==> src/rtl/mod47_exp_fsm.sv <==
// rtl/mod47_exp_fsm.sv - constant-time right-to-left square-and-multiply base^exp mod 47
// One shared combinational mod-47 multiplier is time-multiplexed between the multiply and square steps.

module mul6ABmod47 (
  input  logic [5:0] i_a,
  input  logic [5:0] i_b,
  output logic [5:0] o_r
);
  logic [11:0] w_prod;

  assign w_prod = {6'd0, i_a} * {6'd0, i_b};
  assign o_r    = 6'(w_prod % 12'd47);
endmodule

module mod47_exp_fsm #(
  parameter int EXP_W = 8
) (
  input  logic             i_clk,
  input  logic             i_rst,
  input  logic             i_start,
  input  logic [5:0]       i_base,
  input  logic [EXP_W-1:0] i_exp,
  output logic             o_busy,
  output logic             o_done,
  output logic [5:0]       o_result
);
  localparam int CNT_W = $clog2(EXP_W + 1);

  typedef enum logic [1:0] {S_IDLE, S_MUL, S_SQR, S_DONE} state_t;

  state_t             r_state;
  state_t             w_next;
  logic [5:0]         r_acc;
  logic [5:0]         r_sq;
  logic [EXP_W-1:0]   r_e;
  logic [CNT_W-1:0]   r_cnt;
  logic [5:0]         r_result;
  logic [5:0]         w_mul_a;
  logic [5:0]         w_mul_b;
  logic [5:0]         w_mul_r;
  logic [5:0]         w_base_red;
  logic               w_last;

  mul6ABmod47 u_mul (
    .i_a (w_mul_a),
    .i_b (w_mul_b),
    .o_r (w_mul_r)
  );

  // 6-bit base never exceeds 63, so one conditional subtract fully reduces it.
  assign w_base_red = (i_base >= 6'd47) ? (i_base - 6'd47) : i_base;
  assign w_last     = (r_cnt == CNT_W'(EXP_W - 1));

  always_comb begin
    w_next  = r_state;
    w_mul_a = r_sq;
    w_mul_b = r_sq;
    case (r_state)
      S_IDLE: if (i_start) w_next = S_MUL;
      S_MUL: begin
        w_mul_a = r_acc;
        w_next  = S_SQR;
      end
      S_SQR:  w_next = w_last ? S_DONE : S_MUL;
      S_DONE: w_next = S_IDLE;
      default: w_next = S_IDLE;
    endcase
  end

  always_ff @(posedge i_clk or posedge i_rst) begin
    if (i_rst) begin
      r_state  <= S_IDLE;
      r_acc    <= 6'd0;
      r_sq     <= 6'd0;
      r_e      <= '0;
      r_cnt    <= '0;
      r_result <= 6'd0;
    end else begin
      r_state <= w_next;
      case (r_state)
        S_IDLE: begin
          if (i_start) begin
            r_acc <= 6'd1;
            r_sq  <= w_base_red;
            r_e   <= i_exp;
            r_cnt <= '0;
          end
        end
        // Product is always formed; the exponent bit only picks whether to keep it.
        S_MUL: begin
          if (r_e[0]) r_acc <= w_mul_r;
        end
        S_SQR: begin
          r_sq  <= w_mul_r;
          r_e   <= r_e >> 1;
          r_cnt <= r_cnt + 1'b1;
          if (w_last) r_result <= r_acc;
        end
        default: ;
      endcase
    end
  end

  assign o_busy   = (r_state != S_IDLE);
  assign o_done   = (r_state == S_DONE);
  assign o_result = r_result;
endmodule
==> config.mk <==
export PLATFORM = sky130hd
export DESIGN_NAME = mod47_exp_fsm
export DESIGN_NICKNAME = d
export VERILOG_FILES = /design/src/rtl/mod47_exp_fsm.sv
export SDC_FILE = /design/constraint.sdc
export NUM_CORES = 1
export LEC_CHECK = 0
export BUFFER_PORTS_ARGS = -buffer_cell sky130_fd_sc_hd__buf_4
export CORE_MARGIN = 4
export CORE_UTILIZATION = 30
export DETAILED_ROUTE_END_ITERATION = 8
export GPL_ROUTABILITY_DRIVEN = 0
export GPL_TIMING_DRIVEN = 0
export PLACE_DENSITY = 0.47
export SYNTH_ARGS = -nofsm -noshare
export SYNTH_HDL_FRONTEND = slang
export SYNTH_SLANG_ARGS = --single-unit
==> constraint.sdc <==
create_clock -name i_clk -period 9.8 [get_ports i_clk]
set_input_delay 1.47 -clock i_clk [delete_from_list [all_inputs] [get_ports i_clk]]
set_output_delay 1.47 -clock i_clk [all_outputs]
set_load 0.01 [all_outputs]
# Yosys cells after proc, flatten, opt, wreduce, memory -nomap -nowiden
# Cells that the tools add are included.
[totals]
output_inout_bits = 8
reg_bits = 32
input_bits = 17
[classes]
addsub = 2
n_mux = 14
eq_ne = 6
reduce_logical = 7
n_mul = 1
div_mod_pow = 1
n_lt_le_gt_ge = 1
[op_table]
columns = ["cell", "count"]
rows = [
  ["$mux 6", 5],
  ["$pmux 6 s2", 2],
  ["$pmux 8 s2", 1],
  ["$mod 12x6->12 const B", 1],
  ["$mul 6x6->12", 1],
  ["$mux 8", 1],
  ["$pmux 2 s4", 1],
  ["$pmux 4 s2", 1],
  ["$ge 6x6->1 const B", 1],
  ["$reduce_bool 2->1", 3],
  ["$sub 6x6->6 const B", 1],
  ["$add 4x1->4 const B", 1],
  ["$eq 2x2->1 const B", 2],
  ["$eq 4x3->1 const B", 1],
  ["$mux 2", 2],
  ["$mux 4", 1],
  ["$ne 2x2->1 const B", 2],
  ["$reduce_and 2->1", 2],
  ["$reduce_and 3->1", 1],
  ["$eq 2x1->1 const B", 1],
  ["$logic_not 2->1", 1],
]

# Depth between registers and ports, before layout
# Gate-level depths: netlist of run 1.
[depth]
word_depth = 6
ltp_mapped = 39

# Cells and area by module
# A second synthesis of run 1 with hierarchy kept.
[hier_totals]
cells_unflattened = 551
area_unflattened_um2 = 4574.4
[modules_own_cells]
columns = ["mod", "cells_each", "n_inst", "area_each_um2", "seq_area_each_um2"]
rows = [
  ["mul6ABmod47", 387, 1, 2869.0, 0.0],
  ["mod47_exp_fsm", 164, 1, 1705.4, 800.8],
]

# Worst setup path after synthesis of run 1
# No wires, ideal clock.
[synth_timing]
path_kind = "register -> register"
startpoint = "register r_state[1]"
endpoint = "register r_acc[0]"
setup_ns = 0.126
stages_incl_launch_ff = 36
setup_slack_ns = 1.337
arrival_time_ns = 8.338
period_less_slack_ns = 8.463
path_cell_list = "dfrtp_1 nand2b_1 clkbuf_1 mux2i_1 nor2b_1 fa_1 inv_1 fa_1 fa_1 inv_1 ha_1 a211oi_1 o211ai_1 o211a_4 buf_6 nor3_1 o21ai_1 a2111o_1 and2_4 a32o_1 nor3_1 o211ai_2 a21oi_2 nand3_1 a21o_1 ha_1 and3_1 a21oi_2 xor2_1 inv_1 ha_1 nand2_1 mux2i_1 a211o_1 a211o_1 o311a_1"
[synth_between]
elab_chain_cells = 6
[synth_rtl]
columns = ["item", "line", "source"]
rows = [
  ["start, declared", "31", "state_t r_state;"],
  ["start signal, assigned", "79", "r_state <= w_next;"],
  ["$eq 2x1->1", "58, 80", ""],
  ["$mux 6", "58", "case (r_state)"],
  ["$mul 6x6->12", "11", "assign w_prod = {6'd0, i_a} * {6'd0, i_b};"],
  ["$mod 12x6->12", "12", "assign o_r = 6'(w_prod % 12'd47);"],
  ["$mux 6", "91", "if (r_e[0]) r_acc <= w_mul_r;"],
  ["$pmux 6 s2", "80", "case (r_state)"],
  ["end signal, assigned", "91", ""],
  ["end, declared", "33", "logic [5:0] r_acc;"],
]
# Several ways; a longest one is shown, not always the timed one. The select of a mux whose other input is x is not followed.
# A chain may end at the register's enable or synchronous reset.

# Worst setup path after layout of run 1
# Same ends and word-level chain as after synthesis.

==> out/metrics.yaml, run 1 <==
outcome: "complete, no violations"
drtAntennaViolNets: 0
syn_nets: 617
synthFlopType: "dfrtp_1"
dr.pass1.iters: 4
grt_overflow_total: 0
cts_max_path_buffers: 2
cts_root_buffer: "clkbuf_16"
crit_path_end_kind: "flop"
slew_violations: 0
period_share_pct: 93.5
dp_hpwl_um: 9240
worst_path_largest_cell_delay_ps: 540
cts_buffers: 5
cp_max_fo: 10
die-area_mm2: 0.0170
wirelength_um: 11900
yosysSeqAreaShare_pct: 17.9
avgViaCountPerCell: 5.47
portBuffers: 24
cts_tree: "done"
start_util_pct: 30.7
grt_pass1_wl_um: 20200
final_common_cell: "nand2_1"
fp.dieH_um: 130
clk_pin_slew_ps: 50
postSynthAreaPerCell_um2: 8.02
fmax_mhz: 109
antenna_cells: 0
placed_cells: 767
synth_area_mm2: 0.00449
synth-edff-count: 0
slowest_stage: "fa_1"
tightestPinTransition_ps: 1200
path_class: "reg2reg"
hold_path_class: "reg2reg"
grt_pass1_vias: 4146
start_kind: "flop"
layout_common_cells: "nand2_1, nor2_1, inv_1, dfrtp_1"
max_slew_margin_pct: 20.2
drt_iter0_markers: 276
cap_violations: 0
die_w_um: 130
antenna_found_initial: 0
required_ps: 9960
coreArea_mm2: 0.0146
clk_latency_ps: 280
routedWlPerCell_um: 15.3
fin_cells: 780
ioPinCount: 25
post-route-drc-count: 0
period_needed_ps: 9160
cp.arrival_ps: 9320
syn-instance-count: 559
synth_cell_types: 83
track_usage_pct: 14.3
ys_ff_latch: 32
areaGrowthSynthToFinish_pct: 17.4
synthesis.yosys.warnings: 0
nNetsFinal: 654
clock_sinks: 32
drive_gt1_share_pct: 18.6
async_flop_share_pct: 100
setup_viol: 0
route.vias.total: 4263
htreeDepth: 2
finalHoldViolCount: 0
skew_ps: 6.17
fp-row-count: 44
grt_max_degree: 33
postCtsHoldBufs: 0
final cells by class:
type | count | area, um^2
plain buffers | 17 | 96.3
clock buffers | 7 | 153
fillers | 1525 | 9330
inverters | 33 | 124
multi-input cells | 477 | 3610
flip-flops and latches | 32 | 801
well taps | 184 | 230
repair buffers | 30 | 245
path summary, 6_finish.rpt:
| path | from | to | slack, ps | cells after the start |
|---|---|---|---|---|
| setup / recovery | r_state[1] | r_acc[0] | 640 | 36 |
| hold / removal | r_e[7] | r_e[7] | 470 | 2 |
| setup reg to reg | r_state[1] | r_acc[0] | 640 | 36 |
| hold reg to reg | r_e[7] | r_e[7] | 470 | 2 |
| max in group asynchronous | i_rst | o_result[5] | 8110 | 3 |
| min in group asynchronous | i_rst | r_acc[3] | 1230 | 2 |
critical path, delay by kind of cell, from the launching register on:
kind            cells  cell delay (ps)
compound gates     12             3280
fa+ha+maj           6             2400
simple gates       10             1710
buf+inv             5              640
xor+xnor            2              450
flops               1              430
mux                 1              100
sequential cells by signal, indices dropped and copies added, names as in the netlist:
| register | count |
|---|---|
| o_result | 6 |
| r_state | 2 |
| r_sq | 6 |
| r_acc | 6 |
| r_cnt | 4 |
| r_e | 8 |
per-layer routing:
layer	global-route usage (%)	up-vias	share of wire, %
li1	-	2136	-
met1	21.3	2055	50
met2	22.6	66	47
met3	1.51	6	2.1
met4	2.38	0	0.54
met5	0	-	0
cell families (layout without fill, tap and decap cells):
kind of cell | after synthesis | count (layout) | share of synthesized area, %
adder cells (fa/ha/maj) | 42 | 42 | 14.5
multiplexers | 16 | 16 | 3.85
buffers and inverters | 50 | 87 | 4.80
AND/OR/NAND/NOR | 216 | 216 | 24.3
XOR/XNOR | 17 | 17 | 3.32
AO/OA/AOI/OAI | 186 | 186 | 31.3
flip-flops | 32 | 32 | 17.9
through the flow:
stage               cell area (um^2)  utilization [%]  hold slack, ps  worst slack, ps  setup TNS [ps]
floorplan                       4490                -             439             1340               0
global placement                4900             33.6             465            -15.2           -15.2
detailed placement              4900             33.6             463            -77.2           -87.0
CTS                             5060             34.7             478             6.67               0
global route                    5260             36.1             496            -3.41           -3.41
finish                          5260             36.1             473              639               0
Yosys cell counts (11+ instances only):
master / n / share of area (%)
a21oi_1: 19 / 2.1
o21ai_0: 30 / 3.3
and2_1: 21 / 2.9
nand3_1: 25 / 2.8
o21ai_1: 11 / 1.2
inv_1: 33 / 2.8
a31oi_1: 14 / 2.0
ha_1: 24 / 6.7
fa_1: 17 / 7.6
nor3_1: 11 / 1.2
nor2_1: 36 / 3.0
dfrtp_1: 32 / 18
nand2_1: 67 / 5.6
timing repair:
item / in CTS / in global routing
buffers inserted: 0 / 5
endpoints found under the setup margin: 7 / 12
pin swaps: 0 / 6
resized for setup: 2 / 33
gates cloned: 0 / 0
Power of run 1 is left out: the tool's default activity adds up to more than one toggle a clock period on the data nets, which glitch-free logic cannot reach.
==> run 2, diff against run 1 <==
- CELL_PAD_IN_SITES_DETAIL_PLACEMENT: not set -> 0
- CELL_PAD_IN_SITES_GLOBAL_PLACEMENT: not set -> 1
- PLACE_DENSITY: 0.47 -> 0.58
==> run 2 against run 1 <==
Against the previous run: non-clock buffer count up 1; die area unchanged; routed wire length up 4.1%; maximum frequency down 1.3%; final area up 0.78%; register-to-register slack worse by 120 ps; critical path depth down 1; largest cell class unchanged; flip-flop and latch count unchanged; first-iteration DRC count down 8.7%; clock-buffer cell count unchanged.
==> out/metrics.yaml, run 2 (synthesis gave the netlist of run 1 again) <==
outcome: "complete, no violations"
r2r_start: "r_state[1]"
largest_reg_flops: 8
antenna_found_initial: 0
cp-startpoint: "r_state[1]"
grt_overflow_total: 0
avgViaCountPerCell: 5.52
endpoint: "r_acc[0]"
fill_cells: 1539
rrSetupSlack_ps: 520
die_w_um: 130
fp-row-count: 44
dr.pass1.iters: 5
clk_pin_slew_ps: 50
areaGrowthSynthToFinish_pct: 18.3
portBuffers: 24
nNetsFinal: 655
met3_usage_pct: 1.27
coreArea_mm2: 0.0146
wirelength_um: 12400
path_common_cell: "nand2_1"
fp.dieH_um: 130
start_kind: "flop"
layout_common_cells: "nand2_1, nor2_1, inv_1, buf_4, dfrtp_1"
setup_viol: 0
htreeDepth: 2
grt_pass1_wl_um: 20500
clock_sinks: 32
cts_max_path_buffers: 2
drt_iter0_markers: 252
path_class: "reg2reg"
grt_pass1_vias: 4090
cp.arrival_ps: 9440
antenna_cells: 0
routedWlPerCell_um: 15.9
cts_root_buffer: "clkbuf_16"
top_register: "r_e"
grt_max_degree: 33
start_util_pct: 30.7
clk_latency_ps: 270
cts_tree: "done"
postCtsHoldBufs: 0
drtAntennaViolNets: 0
required_ps: 9960
fmax_mhz: 108
r2r_end: "r_acc[0]"
fin_setup_tns_ps: 0
period_share_pct: 94.7
crit_path_end_kind: "flop"
drive_gt1_share_pct: 19.3
dp_hpwl_um: 9690
track_usage_pct: 14.4
die-area_mm2: 0.0170
cts_buffers: 5
ioPinCount: 25
route.vias.total: 4311
cap_violations: 0
finalHoldViolCount: 0
whs_ps: 486
max_slew_margin_pct: 19.8
slew_violations: 0
gr-usage-met2_pct: 22.6
worst_path_largest_cell_delay_ps: 540
busiest_layer: "met2"
post-route-drc-count: 0
tightestPinTransition_ps: 1200
reg2reg_depth: 35
slowest_stage: "fa_1"
cp_max_fo: 10
skew_ps: 5.68
period_needed_ps: 9280
hold_path_class: "reg2reg"
use_met1_pct: 22.1
final_common_cell: "nand2_1"
[run 2: cell count changes in the layout (fill, tap and decap cells not counted), sizes merged]
cell / previous run / this run
inv: 32 / 33
clkinv: 1 / 0
clkbuf: 18 / 17
buf: 36 / 38
[run 2: area by class of cell]
cell class | instances | area (um^2) | share of cell area (%)
flip-flops and latches | 32 | 801 | 15.1
well taps | 184 | 230 | 4.34
plain buffers | 17 | 96.3 | 1.82
multi-input cells | 477 | 3670 | 69.2
clock buffers | 7 | 153 | 2.88
inverters | 33 | 124 | 2.33
repair buffers | 31 | 233 | 4.39
[run 2: per-layer routing]
metal / wire, um / share of wire (%) / vias to the layer above
met1: 6380 / 51 / 2076
met3: 324 / 2.6 / 6
met4: 78 / 0.63 / 0
li1: - / - / 2144
met5: 0 / 0 / -
met2: 5610 / 45 / 85
[run 2: timing repair]
item,CTS,global route
setup buffers,0,7
setup endpoints to repair,10,12
pin swaps,0,6
resized for setup,3,41
[run 2: per-stage QoR]
stage	util, %	instances	area (um^2)	setup slack (ps)
global route	36.4	781	5310	-8.32
global placement	33.6	767	4900	-60.4
floorplan	-	559	4490	1340
CTS	34.7	774	5060	6.88
detailed placement	33.6	767	4900	-168
finish	36.4	781	5310	520
[run 2: worst max-delay path, delay by kind of cell, from the launching register on]
| kind | cells | cell delay, ps |
|---|---|---|
| muxes | 2 | 530 |
| xor gates and xnor gates | 2 | 640 |
| AOI/OAI and AO/OA | 11 | 3060 |
| and+or+nand+nor | 9 | 1430 |
| adders and majority gates | 6 | 2500 |
| DFF | 1 | 430 |
| buffers and inverters | 5 | 530 |
[run 2: how the worst min path moves through the flow]
stage / start / end / cells after the start
4_1_cts: r_e[7] / r_e[7] / 2
5_1_grt: r_e[7] / r_e[7] / 2
2_1_floorplan: r_e[7] / r_e[7] / 2
3_3_place_gp: r_e[7] / r_e[7] / 2
3_5_place_dp: r_e[7] / r_e[7] / 2
6_report: r_e[7] / r_e[7] / 2
Power of run 2 is left out for the same reason.
